<file path="src/rtl/lc3b_types.sv">
// Shared LC-3b datapath types: opcodes, register/word/tag types, the CDB
// broadcast record and the reorder buffer entry layout.
package lc3b_types;

  localparam int data_width = 16;
  localparam int tag_width  = 3;
  localparam int rob_depth  = 1 << tag_width;

  typedef logic [data_width-1:0] lc3b_word;
  typedef logic [tag_width-1:0]  lc3b_rob_addr;
  typedef logic [2:0]            lc3b_reg;

  typedef enum logic [3:0] {
    op_br   = 4'd0,
    op_add  = 4'd1,
    op_ldb  = 4'd2,
    op_stb  = 4'd3,
    op_jsr  = 4'd4,
    op_and  = 4'd5,
    op_ldr  = 4'd6,
    op_str  = 4'd7,
    op_rti  = 4'd8,
    op_not  = 4'd9,
    op_ldi  = 4'd10,
    op_sti  = 4'd11,
    op_jmp  = 4'd12,
    op_shf  = 4'd13,
    op_lea  = 4'd14,
    op_trap = 4'd15
  } lc3b_opcode;

  typedef struct packed {
    logic         valid;
    lc3b_rob_addr tag;
    lc3b_word     data;
  } CDB;

  typedef struct packed {
    logic       busy;
    logic       ready;
    lc3b_opcode opcode;
    lc3b_reg    dest;
    lc3b_word   value;
  } rob_entry_t;

  // Only these opcodes wait on the CDB and write the register file at retirement.
  function automatic logic is_reg_write(input lc3b_opcode op);
    logic result;
    case (op)
      op_add, op_and, op_not, op_shf, op_ldr: result = 1'b1;
      default:                                result = 1'b0;
    endcase
    return result;
  endfunction

endpackage

</file>
<file path="src/rtl/rob_storage.sv">
// Reorder buffer entry array: one allocate port, one CDB update port, a retire
// port that clears busy, two operand read ports and a head read port.
module rob_storage
  import lc3b_types::*;
(
  input  logic         clk,
  input  logic         rst_n,
  input  logic         clear,
  input  logic         wr_en,
  input  lc3b_rob_addr wr_idx,
  input  rob_entry_t   wr_entry,
  input  CDB           cdb_in,
  input  logic         retire_en,
  input  lc3b_rob_addr retire_idx,
  input  lc3b_rob_addr rd1_idx,
  input  lc3b_rob_addr rd2_idx,
  input  lc3b_rob_addr head_idx,
  output lc3b_word     rd1_value,
  output lc3b_word     rd2_value,
  output logic         rd1_valid,
  output logic         rd2_valid,
  output rob_entry_t   head_entry
);

  rob_entry_t entries_reg [rob_depth];

  logic [rob_depth-1:0] wr_hit;
  logic [rob_depth-1:0] cdb_hit;
  logic [rob_depth-1:0] retire_hit;

  // A broadcast only lands on an entry that is still waiting for its result.
  generate
    for (genvar gi = 0; gi < rob_depth; gi++) begin : g_hit
      assign wr_hit[gi]     = wr_en && (wr_idx == lc3b_rob_addr'(gi));
      assign cdb_hit[gi]    = cdb_in.valid && (cdb_in.tag == lc3b_rob_addr'(gi)) &&
                              entries_reg[gi].busy && !entries_reg[gi].ready;
      assign retire_hit[gi] = retire_en && (retire_idx == lc3b_rob_addr'(gi));
    end
  endgenerate

  always_ff @(posedge clk or negedge rst_n) begin
    if (!rst_n) begin
      for (int i = 0; i < rob_depth; i++) begin
        entries_reg[i] <= '0;
      end
    end else begin
      for (int i = 0; i < rob_depth; i++) begin
        if (clear) begin
          entries_reg[i].busy  <= 1'b0;
          entries_reg[i].ready <= 1'b0;
        end else if (wr_hit[i]) begin
          entries_reg[i] <= wr_entry;
        end else begin
          if (cdb_hit[i]) begin
            entries_reg[i].value <= cdb_in.data;
            entries_reg[i].ready <= 1'b1;
          end
          if (retire_hit[i]) begin
            entries_reg[i].busy <= 1'b0;
          end
        end
      end
    end
  end

  assign rd1_value  = entries_reg[rd1_idx].value;
  assign rd2_value  = entries_reg[rd2_idx].value;
  assign rd1_valid  = entries_reg[rd1_idx].busy && entries_reg[rd1_idx].ready;
  assign rd2_valid  = entries_reg[rd2_idx].busy && entries_reg[rd2_idx].ready;
  assign head_entry = entries_reg[head_idx];

endmodule

</file>
<file path="src/rtl/reorder_buffer.sv">
// Circular reorder buffer: in-order allocation at the tail, CDB result capture,
// operand lookup, and in-order retirement from the head to the register file.
module reorder_buffer
  import lc3b_types::*;
(
  input  logic         clk,
  input  logic         rst_n,
  input  logic         write_enable,
  input  lc3b_opcode   opcode_in,
  input  lc3b_reg      dest_in,
  input  lc3b_word     value_in,
  output lc3b_rob_addr rob_addr,
  output logic         rob_full,
  input  CDB           CDB_in,
  input  lc3b_rob_addr sr1_read_addr,
  input  lc3b_rob_addr sr2_read_addr,
  output lc3b_word     sr1_value_out,
  output lc3b_word     sr2_value_out,
  output logic         sr1_valid_out,
  output logic         sr2_valid_out,
  input  logic         flush,
  output logic         commit_ld_reg,
  output lc3b_reg      commit_dest,
  output lc3b_word     commit_value,
  output lc3b_rob_addr commit_rob_entry
);

  lc3b_rob_addr      head_reg;
  lc3b_rob_addr      tail_reg;
  logic [tag_width:0] count_reg;

  logic       alloc_en;
  logic       commit_en;
  rob_entry_t new_entry;
  rob_entry_t head_entry;

  assign rob_full  = (count_reg == (tag_width + 1)'(rob_depth));
  assign alloc_en  = write_enable && !rob_full && !flush;
  assign commit_en = head_entry.busy && head_entry.ready && !flush;
  assign rob_addr  = tail_reg;

  // Non-register-writing instructions have nothing to wait for.
  assign new_entry = '{busy:   1'b1,
                       ready:  !is_reg_write(opcode_in),
                       opcode: opcode_in,
                       dest:   dest_in,
                       value:  value_in};

  rob_storage u_storage (
    .clk        (clk),
    .rst_n      (rst_n),
    .clear      (flush),
    .wr_en      (alloc_en),
    .wr_idx     (tail_reg),
    .wr_entry   (new_entry),
    .cdb_in     (CDB_in),
    .retire_en  (commit_en),
    .retire_idx (head_reg),
    .rd1_idx    (sr1_read_addr),
    .rd2_idx    (sr2_read_addr),
    .head_idx   (head_reg),
    .rd1_value  (sr1_value_out),
    .rd2_value  (sr2_value_out),
    .rd1_valid  (sr1_valid_out),
    .rd2_valid  (sr2_valid_out),
    .head_entry (head_entry)
  );

  always_ff @(posedge clk or negedge rst_n) begin
    if (!rst_n) begin
      head_reg  <= '0;
      tail_reg  <= '0;
      count_reg <= '0;
    end else if (flush) begin
      head_reg  <= '0;
      tail_reg  <= '0;
      count_reg <= '0;
    end else begin
      if (alloc_en) begin
        tail_reg <= tail_reg + 1'b1;
      end
      if (commit_en) begin
        head_reg <= head_reg + 1'b1;
      end
      case ({alloc_en, commit_en})
        2'b10:   count_reg <= count_reg + 1'b1;
        2'b01:   count_reg <= count_reg - 1'b1;
        default: count_reg <= count_reg;
      endcase
    end
  end

  always_comb begin
    commit_ld_reg    = 1'b0;
    commit_dest      = '0;
    commit_value     = '0;
    commit_rob_entry = '0;
    if (commit_en) begin
      commit_ld_reg    = is_reg_write(head_entry.opcode);
      commit_dest      = head_entry.dest;
      commit_value     = head_entry.value;
      commit_rob_entry = head_reg;
    end
  end

endmodule

</file>
<file path="config.mk">
export PLATFORM = sky130hd
export DESIGN_NAME = reorder_buffer
export DESIGN_NICKNAME = d
export VERILOG_FILES = /design/src/rtl/lc3b_types.sv /design/src/rtl/rob_storage.sv /design/src/rtl/reorder_buffer.sv
export SDC_FILE = /design/constraint.sdc
export NUM_CORES = 1
export LEC_CHECK = 0
export ABC_AREA = 0
export CAP_MARGIN = 0
export CORE_MARGIN = 2
export CORE_UTILIZATION = 50
export CTS_BUF_LIST = sky130_fd_sc_hd__clkbuf_4
export DETAILED_ROUTE_END_ITERATION = 12
export GPL_TIMING_DRIVEN = 1
export HOLD_SLACK_MARGIN = 0.06
export PLACE_DENSITY = 0.8
export SLEW_MARGIN = 20
export SYNTH_ARGS = -nofsm -noshare
export SYNTH_HDL_FRONTEND = slang
export SYNTH_SLANG_ARGS = --single-unit
export TNS_END_PERCENT = 20
</file>
<file path="constraint.sdc">
create_clock -name clk -period 5.3 [get_ports clk]
set_input_delay 1.325 -clock clk [delete_from_list [all_inputs] [get_ports clk]]
set_output_delay 1.325 -clock clk [all_outputs]
set_load 0.05 [all_outputs]
</file>
==> results.md <==
- Outcome: complete, no violations
- Mapped Cells: around 1200
- Post-detailed-route count of antenna-violating nets: 0
- Final hold violations: 0
- Largest register FFs: 200
- R2r endpoint: count_reg[3]$_DFFE_PN0P_
- Post-Synth Simple-Gate Area: 8.77%
- CP cell instances: buf_2 -> buf_4 -> mux4_2 -> mux2_2 -> clkdlybuf4s50_1
- Hold_buf cts: 0
- Pin count of the biggest net entering global routing: 114
- Core Util, Final: between 50% and 60%
- Maximum fanout along the worst path: 15
- Seq cells post-synth: 210
- Clock sink total: 210
- First-pass GRT wire length: 58800 µm
- Final WL: approximately 37000 µm
- Setup Buffers After CTS: 0
- Syn Area/Cell: between 10 and 15 µm²
- Total negative slack: 0 ns
- Area share of fa/ha/maj cells after synthesis: 1.49%
- Worst-case clock buffer depth: 3
- GPL Wtd Cong: 0.840
- Ratio of cells with drive above 1 in the final layout: 27.7%
- Fillcell total: 2032
- Seq. cell area: approximately 5300 µm²
- Drt pass-1 iters: 5
- Relative slew slack: about a quarter
- Chip Width: 166 µm
- Synth async-reset ratio: 100%
- Max Cap Viol: 0
- Dpl hpwl: 23000 µm
- Maximum VDD drop: 0.255 mV
- Post-Syn Area: 13100 µm²
- Worst setup path endpoint: sr2_value_out[6]
- Ports: 114
- Die area: about 28000 µm²
- Final Slew Violations: 0
- WL per Instance: 22.9 µm
- Top_reg_cell synth: dfrtp_1
- Vias per inst: 6.42
- Unrepaired setup endpoints after global routing: no
- Via count: 10500
- Port bufs: 113
- Commonest non-fill, non-tap cell in the layout: dfrtp_1
- CTS tree: built
- Gate power share: 35.1%
- CTS root buf: clkbuf_4
- Synth Net Count: 1242
- Synth unique cells: 46
- Worst-case reg-to-reg path depth: 12
- Worst slew pin tran: between 1 and 1.5 ns
- Antenna violations before repair: 5
- Power per cell area: roughly 380 nW/µm²
- Leakage: about 7 nW
- Multiplexer share of the synthesized area: a little over a third
- Max stage delay cell, worst path: clkdlybuf4s50_1
- Sw Pwr: roughly 2.1 mW
- CTS H-Tree Depth: 2
- Clock power share: 22.4%
- Seq/Total Area, Yosys: 40.0%
- CP Data Arrival Time: 3.41 ns
- Die Ht: 166 µm
- Reg-to-reg startpoint: head_reg[1]$_DFFE_PN0P_
- Tot GR Track Use: 27.0%
- Crit path launch type: input port
- FF-to-FF setup slack: 2.08 ns
- Sw Ratio: 35.7%
- Clock buffer count from CTS: 54
- Most frequent cells in the layout: dfrtp_1 (208), a21oi_1 (151), nor2_1 (150)
- Critical Path RT: 3.97 ns
- Setup violators final: 0
- Post-synthesis compound-gate area fraction: 8.56%
- Post-synth EDFFs: 0
- Seq pwr share: between 40% and 50%
- Internal power of the cells: between 3 and 4 mW
- Worst skew pair latency: 0.69 ns
- Nets@finish: between 1000 and 1500
- F_max: roughly 0.21 GHz
- Highest cell delay on the worst timing path: 0.72 ns
- CTS clk-pin slew, worst paths: 0.07 ns
- Core area: 25900 µm²
- YS warnings: 0
- Row count: a little under 60
- CTS resizes: 0
- Hold crit path type: register to register
- Post-Synth XOR/XNOR Area: less than 1%
- Vias in the first global route: 10600
- Final min period: around 4.7 ns
- Crit. End Element: primary output
- CP startpoint: sr2_read_addr[1]
- DRC marker count from the first detailed-route iteration: 1377
- Fin Clk Skew: 0.0358 ns
- Area Growth Syn to Fin: 17.4%
- Area of the multi-input gates: 7340 µm²
- Initial cell density of the core: 50.7%
- Period utilization: 89.3%
- Largest family of logic cells by synthesized area: multiplexers
- DR DRC count: 0
- GRT Residual Overflow: 0
- Crit Path Category: input port to primary output
power groups by stage:
stage,sequential [mW],clock [mW],combinational [mW]
2_1_floorplan,2.35,0,1.58
3_3_place_gp,2.44,0,1.97
3_5_place_dp,2.49,0,2.04
4_1_cts,2.46,1.33,2.05
5_1_grt,2.54,1.42,2.20
6_report,2.49,1.31,2.05
Yosys cell counts, types with 2 or more instances:
cell type | count | area share [%]
o21ai_0 | 14 | 0.53
nand3_1 | 4 | 0.15
a21oi_1 | 156 | 5.9
buf_2 | 20 | 0.76
nand4_1 | 10 | 0.48
inv_1 | 21 | 0.60
o311ai_0 | 4 | 0.27
and3_1 | 2 | 0.095
inv_2 | 2 | 0.057
buf_1 | 12 | 0.34
nor2b_1 | 6 | 0.29
mux4_2 | 110 | 19
ha_1 | 14 | 1.3
a211oi_1 | 4 | 0.23
a21o_1 | 6 | 0.34
mux2_2 | 80 | 6.9
dfrtp_1 | 210 | 40
nand2b_1 | 2 | 0.095
mux2i_1 | 136 | 10
nor2_1 | 150 | 4.3
o31ai_1 | 2 | 0.11
buf_4 | 9 | 0.51
nand2_1 | 80 | 2.3
o32ai_1 | 4 | 0.27
xnor2_1 | 3 | 0.20
nand3_2 | 5 | 0.38
a311oi_1 | 6 | 0.40
nor3_1 | 3 | 0.11
and2_1 | 3 | 0.14
clkbuf_1 | 78 | 2.2
a211o_1 | 2 | 0.13
or4b_1 | 2 | 0.15
per-stage QoR:
stage               std cells  setup slack (ns)  instance area (µm²)  power [mW]  hold slack, ns
floorplan                1174             0.658                13100        3.93           0.445
global placement         1539             0.681                14800        4.42           0.458
detailed placement       1539             0.615                14800        4.53           0.470
CTS                      1626             0.617                15400        5.84           0.485
global route             1629             0.536                15400        6.16           0.511
finish                   1630             0.566                15400        5.85           0.485
worst max-delay path: cells and delay by family:
kind / cells / cell delay [ns]
buffers and inverters: 3 / 1.44
muxes: 2 / 0.62
cell type report:
| cell class | instances | share of cell area, % |
|---|---|---|
| multi-input combinational | 821 | 47.6 |
| sequential | 210 | 34.1 |
| clock inverter | 12 | 0.357 |
| tap | 335 | 2.72 |
| antenna | 4 | 0.0649 |
| clock buffer | 75 | 3.65 |
| inverter | 24 | 0.584 |
| timing repair buffer | 149 | 10.9 |
layer usage:
layer	part of all wire (%)	GRT usage, %
met1	38	35.1
met2	49	43.8
met3	8.1	4.89
met4	4.3	13.5
met5	0	0
logic make-up (layout without fill, tap and decap cells):
kind of cell               after synthesis  in the layout
AOI/OAI and AO/OA                      203            203
xor gates and xnor gates                 4              4
adders and majority gates               15             15
buffers and inverters                  143            260
DFF                                    210            210
muxes                                  328            328
other                                    0              4
and+or+nand+nor                        271            271
how the worst min path moves through the flow:
stage	cells past startpoint	to	startpoint
6_report	2	u_storage.entries_reg[95]$_DFFE_PN0P_	u_storage.entries_reg[95]$_DFFE_PN0P_
5_1_grt	1	u_storage.entries_reg[41]$_DFFE_PN0P_	u_storage.entries_reg[41]$_DFFE_PN0P_
4_1_cts	2	u_storage.entries_reg[95]$_DFFE_PN0P_	u_storage.entries_reg[95]$_DFFE_PN0P_
3_5_place_dp	2	u_storage.entries_reg[95]$_DFFE_PN0P_	u_storage.entries_reg[95]$_DFFE_PN0P_
3_3_place_gp	2	u_storage.entries_reg[45]$_DFFE_PN0P_	u_storage.entries_reg[45]$_DFFE_PN0P_
2_1_floorplan	2	u_storage.entries_reg[145]$_DFFE_PN0P_	u_storage.entries_reg[145]$_DFFE_PN0P_
Power figures use the tool's default switching activity.
